<file path="src/rtl/demux_rr_sched_if.sv">
// Handshake bundle for the round-robin 1:4 demux scheduler.
// master: producer/consumer side; slave: the scheduler itself.
interface demux_rr_sched_if #(
    parameter int unsigned DW = 8,
    parameter int unsigned CW = 16
);
    logic [DW-1:0] in_data;
    logic          in_valid;
    logic          in_ready;
    logic [3:0]    en_mask;
    logic [DW-1:0] out_data;
    logic [3:0]    out_valid;
    logic [3:0]    out_ready;
    logic [1:0]    sel;
    logic          busy;
    logic [CW-1:0] sent_cnt;

    modport master (
        output in_data, in_valid, en_mask, out_ready,
        input  in_ready, out_data, out_valid, sel, busy, sent_cnt
    );

    modport slave (
        input  in_data, in_valid, en_mask, out_ready,
        output in_ready, out_data, out_valid, sel, busy, sent_cnt
    );
endinterface

</file>
<file path="src/rtl/demux_rr_sched.sv">
// Round-robin scheduler: one-entry buffer feeding four channels over a shared
// data bus with a 2-bit select and per-channel valid/ready.
module demux_rr_sched #(
    parameter int unsigned DW = 8,
    parameter int unsigned CW = 16
) (
    input logic             clk,
    input logic             rst_n,
    demux_rr_sched_if.slave bus
);
    typedef enum logic [0:0] {StIdle, StHold} state_e;

    state_e        state_q, state_d;
    logic [DW-1:0] data_q, data_d;
    logic [3:0]    valid_q, valid_d;
    logic [1:0]    sel_q, sel_d;
    logic [1:0]    ptr_q, ptr_d;
    logic [CW-1:0] cnt_q, cnt_d;

    logic          deliver;
    logic          accept;
    logic          in_ready;
    logic [1:0]    base;
    logic [1:0]    pick;

    // Handshake decode; in_ready is forced low while reset is asserted
    always_comb begin
        deliver  = (state_q == StHold) && bus.out_ready[sel_q];
        in_ready = rst_n && (|bus.en_mask) &&
                   ((state_q == StIdle) || bus.out_ready[sel_q]);
        accept   = bus.in_valid && in_ready;
    end

    // Pick the first enabled channel at or after the pointer; on a same-cycle
    // delivery the search starts just past the channel being delivered
    always_comb begin
        base = deliver ? (sel_q + 2'd1) : ptr_q;
        pick = base;
        for (int i = 3; i >= 0; i--) begin
            if (bus.en_mask[base + 2'(i)]) begin
                pick = base + 2'(i);
            end
        end
    end

    // Next-state: delivery retires the word, an accept (possibly the same cycle) loads a new one
    always_comb begin
        state_d = state_q;
        data_d  = data_q;
        valid_d = valid_q;
        sel_d   = sel_q;
        ptr_d   = ptr_q;
        cnt_d   = cnt_q;
        if (deliver) begin
            cnt_d   = cnt_q + CW'(1);
            ptr_d   = sel_q + 2'd1;
            state_d = StIdle;
            valid_d = 4'b0000;
        end
        if (accept) begin
            data_d  = bus.in_data;
            sel_d   = pick;
            valid_d = 4'b0001 << pick;
            state_d = StHold;
        end
    end

    // State and registered outputs
    always_ff @(posedge clk or negedge rst_n) begin
        if (!rst_n) begin
            state_q <= StIdle;
            data_q  <= '0;
            valid_q <= 4'b0000;
            sel_q   <= 2'b00;
            ptr_q   <= 2'b00;
            cnt_q   <= '0;
        end else begin
            state_q <= state_d;
            data_q  <= data_d;
            valid_q <= valid_d;
            sel_q   <= sel_d;
            ptr_q   <= ptr_d;
            cnt_q   <= cnt_d;
        end
    end

    assign bus.in_ready  = in_ready;
    assign bus.out_data  = data_q;
    assign bus.out_valid = valid_q;
    assign bus.sel       = sel_q;
    assign bus.busy      = (state_q == StHold);
    assign bus.sent_cnt  = cnt_q;
endmodule

</file>
<file path="src/flat_wrapper.sv">
// flat-port wrapper written by rule: the top's interface ports become plain ports
module demux_rr_sched_flat 
#(
    parameter int unsigned DW = 8,
    parameter int unsigned CW = 16
)
  (clk, rst_n, bus_in_data, bus_in_valid, bus_en_mask, bus_out_ready, bus_in_ready, bus_out_data, bus_out_valid, bus_sel, bus_busy, bus_sent_cnt);
  demux_rr_sched_if #(.DW(DW), .CW(CW)) bus_i ();
  input logic clk;
  input logic rst_n;
  input wire logic [$bits(bus_i.in_data)-1:0] bus_in_data;
  input wire logic [$bits(bus_i.in_valid)-1:0] bus_in_valid;
  input wire logic [$bits(bus_i.en_mask)-1:0] bus_en_mask;
  input wire logic [$bits(bus_i.out_ready)-1:0] bus_out_ready;
  output wire logic [$bits(bus_i.in_ready)-1:0] bus_in_ready;
  output wire logic [$bits(bus_i.out_data)-1:0] bus_out_data;
  output wire logic [$bits(bus_i.out_valid)-1:0] bus_out_valid;
  output wire logic [$bits(bus_i.sel)-1:0] bus_sel;
  output wire logic [$bits(bus_i.busy)-1:0] bus_busy;
  output wire logic [$bits(bus_i.sent_cnt)-1:0] bus_sent_cnt;
  assign bus_i.in_data = bus_in_data;
  assign bus_i.in_valid = bus_in_valid;
  assign bus_i.en_mask = bus_en_mask;
  assign bus_i.out_ready = bus_out_ready;
  assign bus_in_ready = bus_i.in_ready;
  assign bus_out_data = bus_i.out_data;
  assign bus_out_valid = bus_i.out_valid;
  assign bus_sel = bus_i.sel;
  assign bus_busy = bus_i.busy;
  assign bus_sent_cnt = bus_i.sent_cnt;
  demux_rr_sched #(.DW(DW), .CW(CW)) u_core (.clk(clk), .rst_n(rst_n), .bus(bus_i));
endmodule
</file>
<file path="config.mk">
export PLATFORM = sky130hd
export DESIGN_NAME = demux_rr_sched_flat
export DESIGN_NICKNAME = d
export VERILOG_FILES = /design/src/rtl/demux_rr_sched_if.sv /design/src/rtl/demux_rr_sched.sv /design/src/flat_wrapper.sv
export SDC_FILE = /design/constraint.sdc
export NUM_CORES = 1
export LEC_CHECK = 0
export ABC_AREA = 1
export BUFFER_PORTS_ARGS = -buffer_cell sky130_fd_sc_hd__buf_4
export CORE_ASPECT_RATIO = 0.5
export CORE_MARGIN = 2
export CORE_UTILIZATION = 51
export DETAILED_ROUTE_END_ITERATION = 8
export GPL_TIMING_DRIVEN = 0
export PLACE_DENSITY_LB_ADDON = 0.1
export SLEW_MARGIN = 20
export SYNTH_ARGS = -nofsm -noshare
export SYNTH_HDL_FRONTEND = slang
export SYNTH_SLANG_ARGS = --single-unit
</file>
<file path="constraint.sdc">
create_clock -name clk -period 2.3 [get_ports clk]
set_clock_uncertainty 0.1 [all_clocks]
set_input_delay 0.115 -clock clk [delete_from_list [all_inputs] [get_ports clk]]
set_output_delay 0.115 -clock clk [all_outputs]
set_load 0.03 [all_outputs]
</file>
==> results of run 1 <==
logic make-up (layout without fill, tap and decap cells):
kind of cell               Yosys count  after routing  share of synthesized area
AOI/OAI and AO/OA                    8              8                     0.0318
adders and majority gates            1              1                    0.00723
and+or+nand+nor                    120            120                      0.342
xor gates and xnor gates            14             14                     0.0709
muxes                                1              1                    0.00651
DFF                                 33             33                      0.478
buffers and inverters               28             97                     0.0637
stage by stage:
step / power [µW] / hold WS (ns) / std cells / util
4_1_cts: 3070 / 0.0804 / 312 / 0.746
3_3_place_gp: 2600 / -0.0145 / 295 / 0.691
6_report: 3180 / 0.0831 / 314 / 0.763
2_1_floorplan: 2170 / -0.281 / 205 / -
5_1_grt: 3420 / 0.115 / 314 / 0.763
3_5_place_dp: 2640 / -0.0177 / 295 / 0.691
power by group through the flow:
stage / Combinational, µW / Sequential, µW / Clock [µW]
after CTS: 1740 / 908 / 421
after floorplan: 976 / 1190 / 0
final: 1840 / 924 / 412
after detailed placement: 1720 / 918 / 0
after global routing: 2020 / 949 / 446
after global placement: 1690 / 913 / 0
what timing repair did:
item / CTS / global route
hold buffers: 9 / 0
setup buffers: 0 / 2
resized for setup: 0 / 9
endpoints found under the setup margin: 0 / 8
endpoints found under the hold margin: 41 / 0
worst max-delay path by stage:
stage	from	to	slack (ns)	cells past startpoint
finish	u_core.bus.sel[0]	u_core.bus.out_valid[1]	0.19	19
global route	u_core.bus.sel[0]	u_core.bus.out_valid[1]	-0.02	17
floorplan	u_core.bus.sel[0]	u_core.bus.sent_cnt[15]	0.14	12
global placement	u_core.bus.sel[0]	u_core.bus.out_valid[3]	0.17	15
detailed placement	u_core.bus.sel[0]	u_core.bus.sent_cnt[15]	0.12	12
CTS	u_core.bus.sel[0]	u_core.bus.sent_cnt[15]	0.1	12
layout by cell type, fill, tap and decap left out, drive strengths merged, types with 2 or more instances in the layout:
cell type    instances
nor2                 7
nand2               78
nand4                2
clkbuf               8
xnor2                8
a21oi                2
clkinv               2
o21ai                2
dfrtp               33
dlygate4sd3          9
buf                 52
nand3               31
xor2                 6
inv                 26
routing by layer:
metal / wire length [µm] / vias up
li1: - / 780
met1: 1710 / 719
met2: 1920 / 33
met3: 163 / 6
met4: 70 / 0
met5: 0 / -
sequential cells by signal, summed over array words and instances (netlist names):
signal,flops
u_core.bus.busy,1
u_core.bus.out_valid,4
u_core.bus.sent_cnt,16
u_core.ptr_q,2
u_core.bus.sel,2
u_core.bus.out_data,8
worst max-delay path, delay by kind of cell, from the launching register on:
kind / cells / cell delay [ns]
flops: 1 / 0.44
simple gates: 16 / 1.27
buf+inv: 3 / 0.20
layout make-up:
class | instances | share of cell area
multi-input cells | 144 | 0.349
flip-flops and latches | 33 | 0.348
repair buffers | 61 | 0.201
inverters | 26 | 0.0421
clock buffers | 6 | 0.0305
well taps | 40 | 0.0210
plain buffers | 2 | 0.00473
clock inverters | 2 | 0.00421
==> impl_metrics.env, run 1 <==
export IMPL_status="finished, final reports clean"
export IMPL_yosysWarnings=0
export IMPL_yosys_most_used_dff="dfrtp_1"
export IMPL_initial_utilization=0.555
export IMPL_final_nets=293
export IMPL_relSlewSlack=0.707
export IMPL_cp_required_ns=2.37
export IMPL_syn_area_per_cell_um2=8.43
export IMPL_min_delay_start="bus_in_valid"
export IMPL_nFillCells=220
export IMPL_slowest_delay_ns=0.44
export IMPL_netlist_area_um2=1730
export IMPL_min_period_ns=2.11
export IMPL_clock_path_buffers=2
export IMPL_ys_seq_elements=33
export IMPL_place_ws_ns=0.116
export IMPL_power_density_nw_per_um2=1340
export IMPL_use_met1=0.257
export IMPL_io_buffers=50
export IMPL_pin_count=51
export IMPL_drv_slew=0
export IMPL_swShare=0.487
export IMPL_crit_path_end_kind="register"
export IMPL_min_to="u_core.bus.sel[1]"
export IMPL_cp_arrival_ns=2.18
export IMPL_wl_per_cell_um=12.3
export IMPL_drt_pre_antenna_iters=5
export IMPL_postLayoutSetupSlackWorst_ns=0.191
export IMPL_via_per_inst=4.90
export IMPL_die_y_um=45.2
export IMPL_p_seq_frac=0.291
export IMPL_min_period_over_period=0.917
export IMPL_synthToLayoutAreaGrowth_pct=37.6
export IMPL_die_w_um=86.3
export IMPL_ir_drop_uv=937
export IMPL_grt_use_met2=0.386
export IMPL_fmax_mhz=474
export IMPL_n_antenna_cell=0
export IMPL_synth_top_cell_area_share=0.478
export IMPL_synth_edf_count=0
export IMPL_internal_power_uw=1630
export IMPL_r2r_start="u_core.bus.sel[0]"
export IMPL_synth_commonest_cells="nand2_1 (65), dfrtp_1 (33), nand3_1 (26)"
export IMPL_grt_pass1_wl_mm=6.29
export IMPL_dpl_cell_area_um2=2150
export IMPL_grt_max_degree=35
export IMPL_critPathKind="register to register"
export IMPL_drcViolationCount=0
export IMPL_setup_viol=0
export IMPL_p_comb_frac=0.579
export IMPL_clock_sinks=33
export IMPL_synth_seq_area_share=0.478
export IMPL_rows=14
export IMPL_r2r_end="u_core.bus.out_valid[1]"
export IMPL_clockPowerShare=0.130
export IMPL_cts_tree="done"
export IMPL_p_leak_uw=0.00132
export IMPL_cp_max_fo=7
export IMPL_use_met3=0.0512
export IMPL_drive_gt1_frac=0.328
export IMPL_core_area_um2=3120
export IMPL_drt_initial_drc_count=78
export IMPL_hold_violations=0
export IMPL_r2r_slack_ns=0.19
export IMPL_cp_slowest_cell="dfrtp_2"
export IMPL_cp_start_kind="register"
export IMPL_tightest_slew_ns=0.439
export IMPL_worstPathCellList="inv_2 > nand2_1 > nand3_2 > nand2_4 > nand2_8 > nand2_2 > nand2_4 > inv_4 > nand2_4 > nand2_1 > nand2_1 > nand2_1 > inv_1 > nand2_2 > nand2_1 > nand2_2 > nand2_1 > nand3_1 > nand2_1"
export IMPL_cts_htree_levels=2
export IMPL_dieArea_um2=3900
export IMPL_ant_nets=0
export IMPL_ys_top_cells_by_area="dfrtp_1 (48%), nand2_1 (14%), nand3_1 (7.5%)"
export IMPL_fin_area_um2=2380
export IMPL_antenna_found_initial=0
export IMPL_max_cap_viol_count=0
export IMPL_clk_latency_ns=0.28
export IMPL_busiest_layer="met2"
export IMPL_grt_usage=0.215
export IMPL_syn_inst=205
export IMPL_crit_path_frequent_cell="nand2_1"
export IMPL_async_reset_ff_frac=1.00
export IMPL_grt_pass1_vias=1429
export IMPL_cts_buffers_inserted=5
export IMPL_synth_most_common_cell="nand2_1"
export IMPL_syn_nets=225
export IMPL_multi_input_area_um2=830
export IMPL_switching_power_uw=1550
export IMPL_dp_hpwl_mm=2.64
export IMPL_yosysUniqueCellTypes=27
export IMPL_vias=1538
export IMPL_gp_congestion=0.849
export IMPL_synth_top_cell_by_area="dfrtp_1"
export IMPL_register_area_um2=827
export IMPL_root_buffer="clkbuf_8"
export IMPL_clkSlewWorstSetupHoldPaths_ns=0.07
export IMPL_min_path_type="input pin to register"
export IMPL_whs_path_depth=3
export IMPL_r2r_cells=19
export IMPL_overflow=0
export IMPL_setup_tns_ns=0
export IMPL_drt_wl_total_mm=3.86
Power figures use the tool's default switching activity.
==> run 2: changes to the inputs <==
BUFFER_PORTS_ARGS = not set   (was -buffer_cell sky130_fd_sc_hd__buf_4)
CORE_UTILIZATION = 55   (was 51)
CTS_BUF_LIST = sky130_fd_sc_hd__clkbuf_8   (was not set)
DONT_BUFFER_PORTS = 1   (was not set)
SETUP_SLACK_MARGIN = 0.5   (was not set)
==> run 2 against run 1 <==
Sequential cell count stayed put; critical endpoint is now u_core.bus.sent_cnt[14]; fmax down 7.4%; largest cell class unchanged; first-iteration DRC count down 27%; routed wire length grew 22%; highest routed layer unchanged.
==> impl_metrics.env, run 2 (synthesis gave the netlist of run 1 again) <==
export IMPL_ir_drop_uv=1220
export IMPL_drt_wl_total_mm=4.70
export IMPL_min_period_ns=2.28
export IMPL_r2r_cells=13
export IMPL_final_common_cell="nand2_1"
export IMPL_max_cap_viol_count=0
export IMPL_cp_arrival_ns=2.33
export IMPL_power_density_nw_per_um2=1470
export IMPL_fmax_mhz=439
export IMPL_grt_max_degree=34
export IMPL_synthToLayoutAreaGrowth_pct=46.7
export IMPL_pin_count=51
export IMPL_rsz0062_at_grt="yes"
export IMPL_r2r_start="u_core.bus.sel[0]"
export IMPL_relSlewSlack=0.689
export IMPL_final_nets=262
export IMPL_core_area_um2=3000
export IMPL_grt_usage=0.226
export IMPL_antenna_found_initial=0
export IMPL_setup_tns_ns=0
export IMPL_final_cell_mix="nand2_1 (49), dfrtp_1 (28), inv_1 (22)"
export IMPL_dp_hpwl_mm=2.43
export IMPL_tightest_slew_ns=0.467
export IMPL_grt_pass1_vias=1479
export IMPL_rows=14
export IMPL_cp_max_fo=7
export IMPL_io_buffers=0
export IMPL_hold_violations=0
export IMPL_dieArea_um2=3640
export IMPL_grt_pass1_wl_mm=6.51
export IMPL_ant_nets=0
export IMPL_clock_path_buffers=2
export IMPL_clkSlewWorstSetupHoldPaths_ns=0.07
export IMPL_cp_required_ns=2.36
export IMPL_path_depth=13
export IMPL_cp_slowest_cell="dfrtp_4"
export IMPL_finalPower_uw=3720
export IMPL_drt_initial_drc_count=57
export IMPL_cts_tree="done"
export IMPL_worstSetupStartpoint="u_core.bus.sel[0]"
export IMPL_drt_pre_antenna_iters=4
export IMPL_n_antenna_cell=0
export IMPL_largest_register_ffs=16
export IMPL_status="finished, final reports clean"
export IMPL_vias=1560
export IMPL_r2r_end="u_core.bus.sent_cnt[14]"
export IMPL_die_y_um=43.7
export IMPL_cts_htree_levels=2
export IMPL_path_buf_inv=4
export IMPL_gp_congestion=0.802
export IMPL_initial_utilization=0.577
export IMPL_min_delay_start="rst_n"
export IMPL_min_period_over_period=0.990
export IMPL_crit_path_end_kind="register"
export IMPL_min_path_type="input pin to register"
export IMPL_clk_latency_ns=0.28
export IMPL_via_per_inst=5.51
export IMPL_crit_family="simple AND/OR/NAND/NOR gates"
export IMPL_root_buffer="clkbuf_8"
export IMPL_cp_start_kind="register"
export IMPL_setup_viol=0
export IMPL_cts_buffers_inserted=5
export IMPL_drcViolationCount=0
export IMPL_p_leak_uw=0.00127
export IMPL_drv_slew=0
export IMPL_overflow=0
export IMPL_r2r_slack_ns=0.02
export IMPL_crit_path_end="u_core.bus.sent_cnt[14]"
export IMPL_die_w_um=83.3
export IMPL_nFillCells=171
export IMPL_slowest_delay_ns=0.57
export IMPL_clock_sinks=33
export IMPL_drive_gt1_frac=0.403
export IMPL_worstPathCellList="inv_6 > nand2_4 > nand3_4 > nand2_8 > nand2_8 > buf_12 > buf_6 > buf_6 > nor2_4 > nand3_4 > nor3_4 > nand2_1 > xnor2_1"
export IMPL_wl_per_cell_um=16.6
export IMPL_critPathKind="register to register"
[run 2: cell types whose count changed in the layout (fill, tap and decap cells not counted), moves of 7 or more]
cell and delta:
nand2_1 -15, buf_4 -41, nand2_4 +7, nand3_1 -7, nand3_4 +7, buf_6 +8
[run 2: worst register-to-register path, cell delays in order, from the launching register on]
cell     delay (ns)
dfrtp_4        0.57
inv_6          0.08
nand2_4        0.08
nand3_4        0.10
nand2_8        0.14
nand2_8        0.09
buf_12         0.15
buf_6          0.10
buf_6          0.11
nor2_4         0.13
nand3_4        0.12
nor3_4         0.15
nand2_1        0.08
xnor2_1        0.14
[run 2: cell type report]
cell class / count / area (µm²) / area share
multi-input cells: 144 / 1120 / 0.441
flip-flops and latches: 33 / 835 / 0.329
inverters: 26 / 115 / 0.0454
clock buffers: 5 / 68.8 / 0.0271
clock inverters: 3 / 17.5 / 0.00691
well taps: 40 / 50.0 / 0.0197
plain buffers: 2 / 18.8 / 0.00740
repair buffers: 30 / 314 / 0.124
[run 2: report_power, final]
part	switching, µW	internal, µW
registers	533	756
clock network	223	209
logic	1170	827
total	1930	1790
[run 2: worst min path at each step]
stage                     cells after the start                       to  slack (ns)
after global routing                          2  u_core.bus.sent_cnt[11]        0.19
after floorplan                               0          u_core.bus.busy       -0.28
after global placement                        0   u_core.bus.sent_cnt[8]       -0.28
after detailed placement                      0   u_core.bus.sent_cnt[8]       -0.28
after CTS                                     5          u_core.bus.busy        0.09
final                                         4        u_core.bus.sel[1]        0.15
[run 2: routing by layer]
metal,vias to the layer above,part of all wire,global-route usage
li1,716,-,-
met2,51,0.53,0.415
met4,0,0.020,0.0689
met3,11,0.052,0.0610
met5,-,0,0
met1,782,0.40,0.269
[run 2: repair_timing]
item	4_1_cts	5_1_grt
endpoints found under the setup margin	22	27
hold buffers	11	0
pin swaps	11	18
hold endpoints to repair	42	0
setup buffers	11	8
gates resized for setup	31	53
[run 2: per-stage QoR]
step | cells | setup slack [ns] | cell area (µm²) | utilization | hold slack (ns)
6_report | 283 | 0.0233 | 2540 | 0.847 | 0.152
3_3_place_gp | 245 | 0.101 | 1800 | 0.601 | -0.280
4_1_cts | 275 | 0.114 | 2210 | 0.737 | 0.0928
2_1_floorplan | 205 | 0.295 | 1750 | - | -0.281
5_1_grt | 283 | -0.0997 | 2540 | 0.847 | 0.188
3_5_place_dp | 245 | 0.0747 | 1800 | 0.601 | -0.280
